[src/rtl/laser_tx_framer.sv]
// laser_tx_framer: collects one payload packet from the host stream, then sends
// SYNC, LEN, payload and CSUM to the laser transmitter, one byte per
// data_ready/done handshake, followed by a forced idle gap.
module laser_tx_framer #(
  parameter int unsigned MAX_LEN  = 64,
  parameter logic [7:0]  SYNC     = 8'hA5,
  parameter int unsigned IDLE_GAP = 4
) (
  input  logic       clock_base,
  input  logic       reset,
  input  logic       link_en,
  input  logic [7:0] in_data,
  input  logic       in_valid,
  input  logic       in_last,
  output logic       in_ready,
  output logic [7:0] tx_data,
  output logic       tx_valid,
  input  logic       tx_done,
  output logic       busy,
  output logic       pkt_sent,
  output logic       pkt_aborted
);

  localparam int unsigned LEN_W    = $clog2(MAX_LEN + 1);
  localparam int unsigned ADDR_W   = (MAX_LEN > 1) ? $clog2(MAX_LEN) : 1;
  localparam int unsigned IDX_W    = 9;
  localparam int unsigned GAP_W    = (IDLE_GAP > 0) ? $clog2(IDLE_GAP + 1) : 1;
  localparam int unsigned GAP_LAST = (IDLE_GAP > 0) ? IDLE_GAP - 1 : 0;

  typedef enum logic [2:0] {
    S_IDLE  = 3'd0,
    S_FILL  = 3'd1,
    S_ISSUE = 3'd2,
    S_WAIT  = 3'd3,
    S_GAP   = 3'd4
  } state_t;

  state_t             state, state_nxt;
  logic [LEN_W-1:0]   len, len_nxt;
  logic [7:0]         sum, sum_nxt;
  logic [IDX_W-1:0]   idx, idx_nxt;
  logic [GAP_W-1:0]   gap_cnt, gap_nxt;
  logic               load_tx;
  logic               sent_c;
  logic               abort_c;
  logic               accept_c;
  logic               tx_valid_q;
  logic [7:0]         tx_byte;
  logic [7:0]         buffer [MAX_LEN];

  assign accept_c = in_valid && in_ready;

  // The transmitter must never see data_ready while the link is down.
  assign tx_valid = tx_valid_q && link_en;

  // Next-state, counters and one-cycle event decode.
  always_comb begin
    state_nxt = state;
    len_nxt   = len;
    sum_nxt   = sum;
    idx_nxt   = idx;
    gap_nxt   = gap_cnt;
    load_tx   = 1'b0;
    sent_c    = 1'b0;
    abort_c   = 1'b0;
    case (state)
      S_IDLE, S_FILL: begin
        if (accept_c) begin
          len_nxt = len + LEN_W'(1);
          sum_nxt = sum + in_data;
          if (in_last || (len == LEN_W'(MAX_LEN - 1))) begin
            state_nxt = S_ISSUE;
            idx_nxt   = '0;
            load_tx   = 1'b1;
          end else begin
            state_nxt = S_FILL;
          end
        end
      end
      S_ISSUE: begin
        if (!link_en) begin
          state_nxt = S_IDLE;
          abort_c   = 1'b1;
          len_nxt   = '0;
          sum_nxt   = '0;
          idx_nxt   = '0;
        end else begin
          state_nxt = S_WAIT;
        end
      end
      S_WAIT: begin
        if (!link_en) begin
          state_nxt = S_IDLE;
          abort_c   = 1'b1;
          len_nxt   = '0;
          sum_nxt   = '0;
          idx_nxt   = '0;
        end else if (tx_done) begin
          if (idx < (IDX_W'(len) + IDX_W'(2))) begin
            idx_nxt   = idx + IDX_W'(1);
            state_nxt = S_ISSUE;
            load_tx   = 1'b1;
          end else begin
            state_nxt = S_GAP;
            sent_c    = 1'b1;
            len_nxt   = '0;
            sum_nxt   = '0;
            idx_nxt   = '0;
            gap_nxt   = '0;
          end
        end
      end
      S_GAP: begin
        if (gap_cnt == GAP_W'(GAP_LAST)) begin
          state_nxt = S_IDLE;
        end else begin
          gap_nxt = gap_cnt + GAP_W'(1);
        end
      end
      default: state_nxt = S_IDLE;
    endcase
  end

  // Selects the wire byte for the index about to be issued.
  always_comb begin
    tx_byte = buffer[ADDR_W'(idx_nxt - IDX_W'(2))];
    if (idx_nxt == '0) begin
      tx_byte = SYNC;
    end else if (idx_nxt == IDX_W'(1)) begin
      tx_byte = 8'(len);
    end else if (idx_nxt == (IDX_W'(len) + IDX_W'(2))) begin
      tx_byte = 8'(len) + sum;
    end
  end

  // State, counters and registered outputs.
  always_ff @(posedge clock_base or posedge reset) begin
    if (reset) begin
      state       <= S_IDLE;
      len         <= '0;
      sum         <= '0;
      idx         <= '0;
      gap_cnt     <= '0;
      in_ready    <= 1'b1;
      tx_data     <= '0;
      tx_valid_q  <= 1'b0;
      busy        <= 1'b0;
      pkt_sent    <= 1'b0;
      pkt_aborted <= 1'b0;
    end else begin
      state       <= state_nxt;
      len         <= len_nxt;
      sum         <= sum_nxt;
      idx         <= idx_nxt;
      gap_cnt     <= gap_nxt;
      in_ready    <= (state_nxt == S_IDLE) || (state_nxt == S_FILL);
      tx_valid_q  <= (state_nxt == S_ISSUE);
      busy        <= (state_nxt != S_IDLE);
      pkt_sent    <= sent_c;
      pkt_aborted <= abort_c;
      if (load_tx) begin
        tx_data <= tx_byte;
      end
    end
  end

  // Payload storage; contents are don't-care after reset.
  always_ff @(posedge clock_base) begin
    if (accept_c) begin
      buffer[ADDR_W'(len)] <= in_data;
    end
  end

endmodule
[config.mk]
export PLATFORM = sky130hd
export DESIGN_NAME = laser_tx_framer
export DESIGN_NICKNAME = d
export VERILOG_FILES = /design/src/rtl/laser_tx_framer.sv
export SDC_FILE = /design/constraint.sdc
export NUM_CORES = 1
export LEC_CHECK = 0
export ABC_AREA = 1
export CAP_MARGIN = 20
export CORE_UTILIZATION = 55
export CTS_BUF_LIST = sky130_fd_sc_hd__clkbuf_8
export CTS_CLUSTER_DIAMETER = 30
export CTS_CLUSTER_SIZE = 16
export DETAILED_ROUTE_END_ITERATION = 10
export PLACE_DENSITY_LB_ADDON = 0.08
export SYNTH_ARGS = -nofsm -noshare
export SYNTH_HDL_FRONTEND = slang
export SYNTH_SLANG_ARGS = --single-unit
export TNS_END_PERCENT = 30
[constraint.sdc]
create_clock -name clock_base -period 4.9 [get_ports clock_base]
set_clock_uncertainty 0.1 [all_clocks]
set_input_delay 0.98 -clock clock_base [delete_from_list [all_inputs] [get_ports clock_base]]
set_output_delay 0.98 -clock clock_base [all_outputs]
set_load 0.005 [all_outputs]
After elaboration in Yosys (flattened, before gate mapping). Memories as Yosys holds them, arrays and structs flattened. Index checks and enable logic that the tools add are counted.

Register bits after elaboration: 43. RAM bits: 512. Input bits: 14. Logic and storage cells: 101. Memories kept: 1.

Memories: buffer (words 64, width 8, rd ports 1, clocked after memory_dff 0, write ports 1, RTL line 49) `logic [7:0] buffer [MAX_LEN];`.

$add $sub $neg: 7. Magnitude comparators: 1. Eq/ne operators: 18. Mux-type cells: 49. Reduce and logical (&&, ||, !) cells: 14.

Operator list (count): $mux 8 (8); $mux 9 (6); $mux 7 (5); $mux 3 (9); $pmux 9 s3 (1); $pmux 8 s3 (1); $pmux 7 s3 (1); $mux 1 (13); $eq 3x2->1 const B (4); $ne 2x2->1 const B (6); $pmux 3 s4 (1); $reduce_and 5->1 (2); $add 9x1->9 const B (1); $eq 9x1->1 const B (1); $eq 9x8->1 (1); $logic_not 9->1 (1); $lt 9x9->1 (1); $add 7x2->8 const B (1); $add 7x8->8 (1); $add 8x8->8 (1); $add 7x1->7 const B (1); $eq 7x6->1 const B (1); $eq 3x1->1 const B (2); $logic_not 3->1 (2); other kinds (12) (18).

Depth between registers and ports, before layout. Gate-level depths: netlist of the first run. An unclocked memory read counts as a cell.

Depth after elaboration: 11. Mapped depth: 30. Gate-level depth less buffers: 27.

Worst setup path after synthesis of the first run. No wires, ideal clock.

Path type: flip-flop to flip-flop. Start point: register len[1]. End point: register tx_data[0]. Library setup time: 0.122 ns. Data arrival time: 3.895 ns. Slack: 0.783 ns. Stages on the path, launching flop included: 27. Buffers on the path: 5. Period minus slack after synthesis: 4.117 ns. Cell sequence: dfrtp_1 > inv_1 > nor3_1 > xor2_1 > ha_1 > nand3_1 > nand3_1 > nor2_1 > nand2_2 > nand3_2 > nand2_1 > nand2_4 > inv_4 > buf_6 > buf_2 > ha_1 > clkbuf_1 > inv_2 > clkbuf_1 > buf_1 > nand3_1 > nand3_1 > nand3_1 > nand3_1 > nand3_1 > nand2_1 > a21oi_1.

Cells in the longest elaborated chain, start to end: 11. Elaborated cells on any way between the ends: 24.

Ends and longest elaborated chain: start: declaration (RTL line 39) `logic [LEN_W-1:0] len, len_nxt;`; start signal: assignment (RTL line 152) `len <= len_nxt;`; $add 7x2->8 (RTL line 99, 131); $lt 9x9->1 (RTL line 99) `if (idx < (IDX_W'(len) + IDX_W'(2))) begin`; $mux 9 (RTL line 99); $mux 9 (RTL line 98) `end else if (tx_done) begin`; $mux 9 (RTL line 92) `if (!link_en) begin`; $pmux 9 s3 (RTL line 66) `case (state)`; $sub 6x2->6 (RTL line 126) `tx_byte = buffer[ADDR_W'(idx_nxt - IDX_W'(2))];`; $mem_v2 64x8; $mux 8 (RTL line 131) `end else if (idx_nxt == (IDX_W'(len) + IDX_W'(2))) begin`; $mux 8 (RTL line 129) `end else if (idx_nxt == IDX_W'(1)) begin`; $mux 8 (RTL line 127) `if (idx_nxt == '0) begin`; end signal: assignment (RTL line 162) `tx_data <= tx_byte;`; end: declaration (RTL line 16) `output logic [7:0] tx_data,`.

Several ways; a longest one is shown, not always the timed one. A chain may end at the register's enable or synchronous reset.

Worst setup path after layout of the first run.
Start point: register len[4]. End point: register tx_data[1].

Cells in the longest elaborated chain, start to end: 11. Elaborated cells on any way between the ends: 24.

Ends and longest elaborated chain: $add 7x2->8 (RTL line 99); $lt 9x9->1 (RTL line 99); $mux 9 (RTL line 99); $mux 9 (RTL line 98); $mux 9 (RTL line 92); $pmux 9 s3 (*) (RTL line 66); via idx_nxt[2] (RTL line 41) `logic [IDX_W-1:0] idx, idx_nxt;`; $sub 6x2->6 (RTL line 126); $mem_v2 64x8; $mux 8 (RTL line 131); $mux 8 (RTL line 129); $mux 8 (*) (RTL line 127).

Mark *: on every way through the listed nets, which the timed path passes. The rest lies on a longest branch.

==> results of run 1 <==
cells in the final DEF, fill, tap and decap left out, types with 7 or more instances in the layout:
cell type,instances
nand2_1,575
nor2_1,171
inv_1,163
clkinv_1,22
xor2_1,14
edfxtp_1,512
a21oi_1,55
bufinv_16,20
clkdlybuf4s50_1,18
ha_1,29
nand2_2,7
buf_4,43
o211ai_1,58
clkinvlp_4,10
nand3_1,350
dfrtp_1,40
clkinv_2,18
clkinv_4,15
o21ai_0,46
nand3b_1,15
buf_2,8
nand4_1,14
clkbuf_8,118
worst reg2reg max path, stage by stage, from the launching register on:
cell and delay, ns:
dfrtp_1 0.48, clkinv_1 0.37, nor2_1 0.22, xor2_1 0.29, ha_1 0.30, nand4_1 0.09, nand4_1 0.14, nand3_2 0.22
nand3_1 0.12, o21ai_2 0.12, inv_1 0.08, ha_2 0.37, inv_2 0.29, buf_16 0.27, o21ai_0 0.15, nor2_1 0.10
nand2_1 0.06, nand3_1 0.07, nand3_1 0.21, nand3_1 0.15, nand3_1 0.12, nand2_1 0.10, nand2_1 0.06, nand2_1 0.07
routing by layer:
| layer | vias to the layer above | share of wire | track usage |
|---|---|---|---|
| li1 | 7855 | - | - |
| met1 | 8335 | 0.41 | 0.445 |
| met2 | 938 | 0.45 | 0.468 |
| met3 | 132 | 0.11 | 0.0666 |
| met4 | 0 | 0.026 | 0.100 |
| met5 | - | 0 | 0 |
repair_timing:
item / CTS / global route
buffers inserted: 0 / 0
gates resized for setup: 0 / 3
endpoints found under the setup margin: 0 / 2
metrics by stage:
stage | power [mW] | setup WS [ns] | area [um^2] | std cells
finish | 15.4 | 0.309 | 27900 | 2977
global route | 16.0 | 0.00886 | 27900 | 2977
CTS | 15.3 | 0.316 | 27800 | 2976
detailed placement | 9.81 | 0.341 | 25200 | 2764
global placement | 9.79 | 0.432 | 25200 | 2764
floorplan | 8.33 | 0.783 | 24300 | 2210
where the power goes:
part	total [mW]	switching (mW)	internal, mW	leakage [nW]
sequential	5.60	0.187	5.41	5.15
clock	5.54	2.18	3.35	1.36
combinational	4.26	3.08	1.18	4.04
total	15.4	5.45	9.94	10.5
registers in the layout, summed over array words and instances (netlist names):
| register | cells |
|---|---|
| pkt_aborted | 1 |
| in_ready | 1 |
| tx_data | 8 |
| len | 7 |
| pkt_sent | 1 |
| buffer | 512 |
| idx | 9 |
| gap_cnt | 3 |
| state | 3 |
| tx_valid_q | 1 |
| sum | 8 |
| busy | 1 |
cell type report:
class,instances,area [um^2],area share
clock buffer,118,1620,0.0583
timing repair buffer,76,696,0.0250
inverter,166,627,0.0225
clock inverter,94,1040,0.0373
tap,585,732,0.0263
multi-input combinational,1383,6680,0.240
sequential,555,16500,0.591
cells by family after synthesis:
family | count (synthesis) | synth area share
buf+inv | 272 | 0.0502
fa+ha+maj | 32 | 0.0171
flops | 555 | 0.676
simple gates | 1153 | 0.205
compound gates | 177 | 0.0441
xor+xnor | 21 | 0.00786
path summary, 6_finish.rpt:
kind                       cells past startpoint                     end                    from
min                                            1  gap_cnt[0]$_DFFE_PP0P_  gap_cnt[0]$_DFFE_PP0P_
max in group asynchronous                      3      len[1]$_DFFE_PP0P_                   reset
min in group asynchronous                      3  gap_cnt[2]$_DFFE_PP0P_                   reset
max reg2reg                                   23  tx_data[1]$_DFFE_PP0P_      len[4]$_DFFE_PP0P_
max                                           23  tx_data[1]$_DFFE_PP0P_      len[4]$_DFFE_PP0P_
min reg2reg                                    1  gap_cnt[0]$_DFFE_PP0P_  gap_cnt[0]$_DFFE_PP0P_
==> flow_metrics.env, run 1 <==
export IMPL_outcome="complete, no violations"
export IMPL_die_area_um2=45100
export IMPL_syn_inst=2210
export IMPL_io_pins=27
export IMPL_power_density_nw_per_um2=552
export IMPL_finalCritPeriodShare=0.937
export IMPL_clock_latency_ns=0.72
export IMPL_grt_pass1_wl_um=101000
export IMPL_worst_hold_slack_ns=0.416
export IMPL_worst_ep_required_time_ns=5.45
export IMPL_setup_viol=0
export IMPL_crit_family="simple AND/OR/NAND/NOR gates"
export IMPL_root_buffer="clkbuf_8"
export IMPL_clkSinkCount=555
export IMPL_numCtsBuffers=112
export IMPL_path_buf_inv=4
export IMPL_syn_num_nets=2256
export IMPL_synth_seq_cells=555
export IMPL_core_region_area_um2=43400
export IMPL_cp_max_fo=30
export IMPL_start_util=0.561
export IMPL_antenna_diode_count=0
export IMPL_drt_iter0_drc=2135
export IMPL_synth_top_cells_by_count="nand2_1, edfxtp_1, nand3_1"
export IMPL_wl_per_cell_um=22.9
export IMPL_clkSlewWorstSetupHoldPaths_ns=0.06
export IMPL_first_pass_iters=6
export IMPL_globalRouteOverflowTotal=0
export IMPL_crit_type="reg -> reg"
export IMPL_grt_pass1_vias=16416
export IMPL_cpMostUsedCell="nand3_1"
export IMPL_clk_path_buf_depth=3
export IMPL_fmax_ghz=0.218
export IMPL_fillers=3435
export IMPL_dp_hpwl_um=40300
export IMPL_synth_area_um2=24300
export IMPL_core_rowCount=76
export IMPL_ys_seq_area_frac=0.676
export IMPL_fin_nets=2340
export IMPL_synth_top_area_cell="edfxtp_1"
export IMPL_yosysTopAreaCellShare=0.632
export IMPL_crit_arrival_ns=5.14
export IMPL_crit_path_cell_trace="clkinv_1 -> nor2_1 -> xor2_1 -> ha_1 -> nand4_1 -> nand4_1 -> nand3_2 -> nand3_1 -> o21ai_2 -> inv_1 -> ha_2 -> inv_2 -> buf_16 -> o21ai_0 -> nor2_1 -> nand2_1 -> nand3_1 -> nand3_1 -> nand3_1 -> nand3_1 -> nand2_1 -> nand2_1 -> nand2_1"
export IMPL_die_h_um=212
export IMPL_drv_slew=0
export IMPL_drive_above_1_share=0.118
export IMPL_synth_edf_count=512
export IMPL_end_kind="flip-flop"
export IMPL_start_kind="flip-flop"
export IMPL_hold_class="reg -> reg"
export IMPL_die_w_um=212
export IMPL_irDropWorstVdd_v=0.000290
export IMPL_grt_max_degree=84
export IMPL_postSynthAreaPerCell_um2=11.0
export IMPL_place_congestion=0.921
export IMPL_drv_cap=0
export IMPL_drc_errors=0
export IMPL_crit_slowest_cell="dfrtp_1"
export IMPL_leakage_nw=10.5
export IMPL_cpPeakStageDelay_ns=0.48
export IMPL_area_growth_pct=14.4
export IMPL_htree_num_levels=3
export IMPL_vias=17260
export IMPL_antenna_found_initial=0
export IMPL_async_flop_share=0.0775
export IMPL_tns_ns=0
export IMPL_hold_violations=0
export IMPL_grtUsageTotal=0.309
export IMPL_synthTopCellsByArea="edfxtp_1, nand2_1, nand3_1"
export IMPL_fin_crit_ns=4.59
export IMPL_ant_nets=0
export IMPL_cts_hold_fix_buffers=0
export IMPL_maxSlewHeadroom=0.347
export IMPL_vias_per_cell=5.80
export IMPL_port_buffers=26
export IMPL_r2r_setup_slack_ns=0.31
export IMPL_worst_slew_pin_slew_ns=0.976
export IMPL_rsz0062_at_grt="false"
export IMPL_wl_um=68200
export IMPL_post_route_util=0.642
export IMPL_yosysWarnings=0
export IMPL_tritoncts="built"
export IMPL_synth_cell_type_count=44
export IMPL_synth_most_common_cell="nand2_1"
export IMPL_synth_ff_type="edfxtp_1"
No activity file was read; power rests on OpenSTA's default activity.
==> inputs of run 2 (changes only) <==
--- a/config.mk
+++ b/config.mk
@@ -13,6 +13,7 @@
 export CTS_CLUSTER_SIZE = 16
 export DETAILED_ROUTE_END_ITERATION = 10
 export PLACE_DENSITY_LB_ADDON = 0.08
+export SLEW_MARGIN = 10
 export SYNTH_ARGS = -nofsm -noshare
 export SYNTH_HDL_FRONTEND = slang
 export SYNTH_SLANG_ARGS = --single-unit
==> constraint.sdc (replaced) <==
create_clock -name clock_base -period 4.79 [get_ports clock_base]
set_clock_uncertainty 0.1 [all_clocks]
set_input_delay 0.958 -clock clock_base [delete_from_list [all_inputs] [get_ports clock_base]]
set_output_delay 0.958 -clock clock_base [all_outputs]
set_load 0.005 [all_outputs]
==> run 2 against run 1 <==
Effect of this change:
- count of clock-buffer cells in the layout unchanged
- sequential cell count unchanged
- design area decreased by 0.27%
- setup slack got worse by 0.037 ns
- utilization decreased by 0.17 points
- non-clock buffer count increased by 10
- cell count increased by 0.44%
==> flow_metrics.env, run 2 (same netlist as run 1, synthesis figures left out) <==
export IMPL_placement_cell_area_um2=25300
export IMPL_clkSlewWorstSetupHoldPaths_ns=0.06
export IMPL_drive_above_1_share=0.121
export IMPL_root_buffer="clkbuf_8"
export IMPL_core_rowCount=76
export IMPL_crit_slowest_cell="dfrtp_1"
export IMPL_worstHoldStart="gap_cnt[1]$_DFFE_PP0P_"
export IMPL_grt_pass1_wl_um=103000
export IMPL_reg2reg_from="len[2]$_DFFE_PP0P_"
export IMPL_rsz0062_at_grt="true"
export IMPL_finalCritPeriodShare=0.943
export IMPL_leakage_nw=10.5
export IMPL_die_area_um2=45100
export IMPL_htree_num_levels=3
export IMPL_fin_crit_ns=4.52
export IMPL_min_to="gap_cnt[1]$_DFFE_PP0P_"
export IMPL_vias_per_cell=5.83
export IMPL_first_pass_iters=6
export IMPL_clk_path_buf_depth=3
export IMPL_setup_viol=0
export IMPL_fmax_ghz=0.221
export IMPL_power_density_nw_per_um2=556
export IMPL_top_regs="buffer: 512 flops, idx: 9 flops"
export IMPL_dp_slack_ns=0.178
export IMPL_largest_reg_flops=512
export IMPL_crit_arrival_ns=4.99
export IMPL_hold_depth=1
export IMPL_cpMostUsedCell="nand3_1"
export IMPL_port_buffers=26
export IMPL_drc_errors=0
export IMPL_antenna_diode_count=0
export IMPL_wl_um=68500
export IMPL_hold_violations=0
export IMPL_mostFrequentLayoutCells="nand2_1, edfxtp_1, nand3_1"
export IMPL_fin_nets=2352
export IMPL_outcome="complete, no violations"
export IMPL_clock_latency_ns=0.71
export IMPL_drt_iter0_drc=2267
export IMPL_start_util=0.561
export IMPL_dp_hpwl_um=41800
export IMPL_r2r_end="tx_data[5]$_DFFE_PP0P_"
export IMPL_end_kind="flip-flop"
export IMPL_grtUsageTotal=0.312
export IMPL_start_kind="flip-flop"
export IMPL_io_pins=27
export IMPL_irDropWorstVdd_v=0.000309
export IMPL_vias=17434
export IMPL_hold_class="reg -> reg"
export IMPL_drv_slew=0
export IMPL_top_register="buffer"
export IMPL_globalRouteOverflowTotal=0
export IMPL_crit_type="reg -> reg"
export IMPL_crit_path_cell_trace="ha_1 -> nand2_1 -> nor2_1 -> xor2_2 -> ha_1 -> nand4_1 -> nand4_1 -> nand3_2 -> nand2_1 -> nand2_4 -> inv_4 -> ha_2 -> inv_2 -> buf_12 -> nand3_1 -> nand3_1 -> nand3_1 -> nand3_1 -> nand3_1 -> nand2_1 -> a21oi_1"
export IMPL_maxSlewHeadroom=0.315
export IMPL_die_w_um=212
export IMPL_grt_max_degree=120
export IMPL_wl_per_cell_um=22.9
export IMPL_cpPeakStageDelay_ns=0.50
export IMPL_ant_nets=0
export IMPL_r2r_setup_slack_ns=0.27
export IMPL_stdcell_area_um2=27800
export IMPL_grt_pass1_vias=16944
export IMPL_drv_cap=0
export IMPL_cp_max_fo=32
export IMPL_numCtsBuffers=114
export IMPL_tritoncts="built"
export IMPL_clkSinkCount=555
export IMPL_worst_slew_pin_slew_ns=1.03
export IMPL_fin_ws_ns=0.272
export IMPL_antenna_found_initial=0
export IMPL_die_h_um=212
export IMPL_final_common_cell="nand2_1"
export IMPL_worst_ep_required_time_ns=5.26
export IMPL_worst_hold_slack_ns=0.408
export IMPL_place_congestion=0.999
export IMPL_r2r_cells=21
export IMPL_core_region_area_um2=43400
export IMPL_area_growth_pct=14.1
==> run 2: through the flow <==
stage | total power, mW | utilization | std cells | TNS (ns)
floorplan | 8.52 | - | 2210 | 0
global placement | 10.1 | 0.583 | 2775 | 0
detailed placement | 10.2 | 0.583 | 2775 | 0
CTS | 15.4 | 0.640 | 2990 | 0
global route | 16.1 | 0.641 | 2990 | -0.0284
finish | 15.4 | 0.641 | 2990 | 0
==> run 2: routing by layer <==
metal	wire length, um	global-route usage	vias to the layer above
li1	-	-	7881
met1	28400	0.439	8465
met2	30800	0.475	939
met3	6790	0.0645	149
met4	2430	0.132	0
met5	0	0	-
==> run 2: worst max-delay path by stage <==
stage	startpoint	to	slack, ns
after floorplan	len[1]$_DFFE_PP0P_	tx_data[0]$_DFFE_PP0P_	0.67
after global placement	len[1]$_DFFE_PP0P_	tx_data[1]$_DFFE_PP0P_	0.29
after detailed placement	len[2]$_DFFE_PP0P_	tx_data[1]$_DFFE_PP0P_	0.18
after CTS	len[2]$_DFFE_PP0P_	tx_data[1]$_DFFE_PP0P_	0.14
after global routing	len[2]$_DFFE_PP0P_	tx_data[7]$_DFFE_PP0P_	-0.02
final	len[2]$_DFFE_PP0P_	tx_data[5]$_DFFE_PP0P_	0.27
==> run 2: cell type report <==
| cell class | instances | area [um^2] |
|---|---|---|
| flip-flops and latches | 555 | 16500 |
| fillers | 3479 | 15600 |
| multi-input cells | 1383 | 6690 |
| clock buffers | 118 | 1620 |
| clock inverters | 97 | 877 |
| repair buffers | 86 | 774 |
| well taps | 585 | 732 |
| inverters | 166 | 628 |
==> run 2: report_power, final <==
| part | total, mW | switching [mW] | leakage, nW | internal [mW] |
|---|---|---|---|---|
| registers | 5.71 | 0.178 | 5.15 | 5.53 |
| logic | 4.47 | 3.22 | 4.09 | 1.25 |
| clock network | 5.26 | 2.25 | 1.27 | 3.01 |
==> run 2: repair_timing <==
item | in CTS | in global routing
hold buffers | 0 | 0
endpoints found under the setup margin | 0 | 6
resized for setup | 0 | 4
setup buffers | 0 | 0
==> run 2: worst max-delay path, delay by kind of cell, from the launching register on <==
kind | cells | cell delay (ns)
flip-flops | 1 | 0.50
AND/OR/NAND/NOR | 13 | 1.97
adder cells (fa/ha/maj) | 3 | 0.88
buffers and inverters | 3 | 0.64
XOR/XNOR | 1 | 0.23
AO/OA/AOI/OAI | 1 | 0.06
==> inputs of run 3 (changes only) <==
--- a/config.mk
+++ b/config.mk
@@ -7,6 +7,7 @@
 export LEC_CHECK = 0
 export ABC_AREA = 1
 export CAP_MARGIN = 20
+export CORE_ASPECT_RATIO = 1.4
 export CORE_UTILIZATION = 55
 export CTS_BUF_LIST = sky130_fd_sc_hd__clkbuf_8
 export CTS_CLUSTER_DIAMETER = 30
==> run 3 against run 2 <==
Effect of this change:
- sequential cell count unchanged
- total power down 8.0%
- via count down 2.9%
- fmax up 2.2%
- count of clock-buffer cells in the layout down 40
- first-iteration DRC count down 27%
- cell count down 3.1%
- design area down 2.5%
- sequential power about the same
- sequential share of layout area up 1.5 points
- largest cell class unchanged
- largest power group unchanged
==> flow_metrics.env, run 3 (same netlist as run 1, synthesis figures left out) <==
export IMPL_start_kind="flip-flop"
export IMPL_stdcell_area_um2=27100
export IMPL_cpPeakStageDelay_ns=0.50
export IMPL_path_buf_inv=3
export IMPL_grt_pass1_vias=16595
export IMPL_maxSlewHeadroom=0.327
export IMPL_mostFrequentLayoutCells="nand2_1, edfxtp_1, nand3_1"
export IMPL_numCtsBuffers=78
export IMPL_instances_no_fill=2898
export IMPL_end_kind="flip-flop"
export IMPL_tns_ns=0
export IMPL_top_regs="buffer: 512 flops, idx: 9 flops"
export IMPL_fin_crit_ns=4.42
export IMPL_hold_class="reg -> reg"
export IMPL_drive_above_1_share=0.106
export IMPL_vias=16931
export IMPL_vias_per_cell=5.84
export IMPL_cp_max_fo=62
export IMPL_drv_slew=0
export IMPL_power_frac_seq=0.401
export IMPL_outcome="complete, no violations"
export IMPL_combPwrFrac=0.307
export IMPL_irDropWorstVdd_v=0.000403
export IMPL_fillers=3475
export IMPL_crit_slowest_cell="dfrtp_1"
export IMPL_io_pins=27
export IMPL_start_util=0.561
export IMPL_clock_latency_ns=0.64
export IMPL_cts_resized=0
export IMPL_fmax_ghz=0.226
export IMPL_wl_um=66200
export IMPL_cpMostUsedCell="nand3_1"
export IMPL_worst_ep_required_time_ns=5.24
export IMPL_area_growth_pct=11.3
export IMPL_antenna_found_initial=3
export IMPL_die_w_um=180
export IMPL_tritoncts="built"
export IMPL_largest_reg_flops=512
export IMPL_die_h_um=251
export IMPL_grtUsageTotal=0.301
export IMPL_crit_type="reg -> reg"
export IMPL_first_pass_iters=6
export IMPL_crit_arrival_ns=4.87
export IMPL_ant_nets=0
export IMPL_clockPowerShare=0.292
export IMPL_core_rowCount=90
export IMPL_clkSlewWorstSetupHoldPaths_ns=0.09
export IMPL_clkSinkCount=555
export IMPL_port_buffers=26
export IMPL_intPower_mw=8.87
export IMPL_grt_max_degree=101
export IMPL_root_buffer="clkbuf_8"
export IMPL_drt_iter0_drc=1654
export IMPL_post_cts_repair_setup_buffers=0
export IMPL_drc_errors=0
export IMPL_rsz0062_at_grt="false"
export IMPL_htree_num_levels=3
export IMPL_cts_hold_fix_buffers=0
export IMPL_placement_cell_area_um2=25300
export IMPL_top_register="buffer"
export IMPL_power_density_nw_per_um2=525
export IMPL_sw_frac_of_total=0.376
export IMPL_grt_pass1_wl_um=101000
export IMPL_leakage_nw=10.2
export IMPL_hold_violations=0
export IMPL_clk_path_buf_depth=3
export IMPL_dp_cells=2754
export IMPL_final_common_cell="nand2_1"
export IMPL_dp_hpwl_um=41100
export IMPL_setup_viol=0
export IMPL_drv_cap=0
export IMPL_finalCritPeriodShare=0.923
export IMPL_die_area_um2=45100
export IMPL_globalRouteOverflowTotal=0
export IMPL_crit_family="simple AND/OR/NAND/NOR gates"
export IMPL_place_congestion=0.926
export IMPL_switchingPower_mw=5.34
export IMPL_fin_nets=2328
export IMPL_worst_slew_pin_slew_ns=1.01
export IMPL_wl_per_cell_um=22.9
export IMPL_core_region_area_um2=43400
run 3: changes by cell type in the layout (fill, tap and decap cells not counted), sizes merged:
cell      delta
clkbuf      -40
clkinvlp    -10
clkinv      -26
inv          +8
diode        +1
buf         +12
bufinv       -4
run 3: path summary, 6_finish.rpt:
kind / start / end / slack (ns) / depth (start not counted)
hold reg to reg: gap_cnt[0]$_DFFE_PP0P_ / gap_cnt[0]$_DFFE_PP0P_ / 0.40 / 1
max in group asynchronous: reset / len[1]$_DFFE_PP0P_ / 3.23 / 2
hold / removal: gap_cnt[0]$_DFFE_PP0P_ / gap_cnt[0]$_DFFE_PP0P_ / 0.40 / 1
setup / recovery: len[2]$_DFFE_PP0P_ / tx_data[6]$_DFFE_PP0P_ / 0.37 / 25
min in group asynchronous: reset / sum[7]$_DFFE_PP0P_ / 0.76 / 2
setup reg to reg: len[2]$_DFFE_PP0P_ / tx_data[6]$_DFFE_PP0P_ / 0.37 / 25
run 3: power groups by stage:
stage / Clock [mW] / Sequential, mW / Combinational (mW)
6_report: 4.14 / 5.70 / 4.36
3_3_place_gp: 0 / 5.80 / 4.28
5_1_grt: 4.38 / 5.72 / 4.75
2_1_floorplan: 0 / 5.73 / 2.79
3_5_place_dp: 0 / 5.80 / 4.32
4_1_cts: 4.20 / 5.70 / 4.34
run 3: metrics by stage:
step / util / hold WS [ns] / power, mW / setup WS, ns
2_1_floorplan: - / 0.364 / 8.52 / 0.673
3_3_place_gp: 0.584 / 0.387 / 10.1 / 0.514
3_5_place_dp: 0.584 / 0.400 / 10.1 / 0.453
4_1_cts: 0.625 / 0.403 / 14.2 / 0.446
5_1_grt: 0.625 / 0.420 / 14.9 / 0.0764
6_report: 0.625 / 0.400 / 14.2 / 0.370
run 3: worst reg2reg max path: stages (launching register included):
cell and delay (ns):
dfrtp_1 0.50, ha_1 0.28, nand2_1 0.11, nor2_1 0.12, xor2_1 0.30, ha_1 0.22, nand3_1 0.10, nand3_1 0.08
nor2_1 0.05, nand2_2 0.06, nand3_2 0.19, nand2_1 0.18, nand2_4 0.12, inv_4 0.14, ha_2 0.31, inv_2 0.14
buf_12 0.30, nand3_1 0.25, nand3_1 0.17, nand3_1 0.15, nand3_1 0.14, nand2_1 0.07, nand2_1 0.08, nand3_1 0.08
nand2_1 0.06, nand2_1 0.04
run 3: layout make-up:
type,count,area (um^2),share of cell area
Sequential cell,555,16500,0.608
Multi-Input combinational cell,1383,6680,0.247
Timing Repair Buffer,98,861,0.0318
Inverter,166,627,0.0231
Antenna cell,1,2.50,0.0000924
Clock buffer,78,1070,0.0396
Tap cell,552,691,0.0255
Clock inverter,65,697,0.0257
run 3: layer usage:
layer,share of wire,GRT usage
met1,0.39,0.397
met2,0.49,0.495
met3,0.078,0.0449
met4,0.042,0.136
met5,0,0
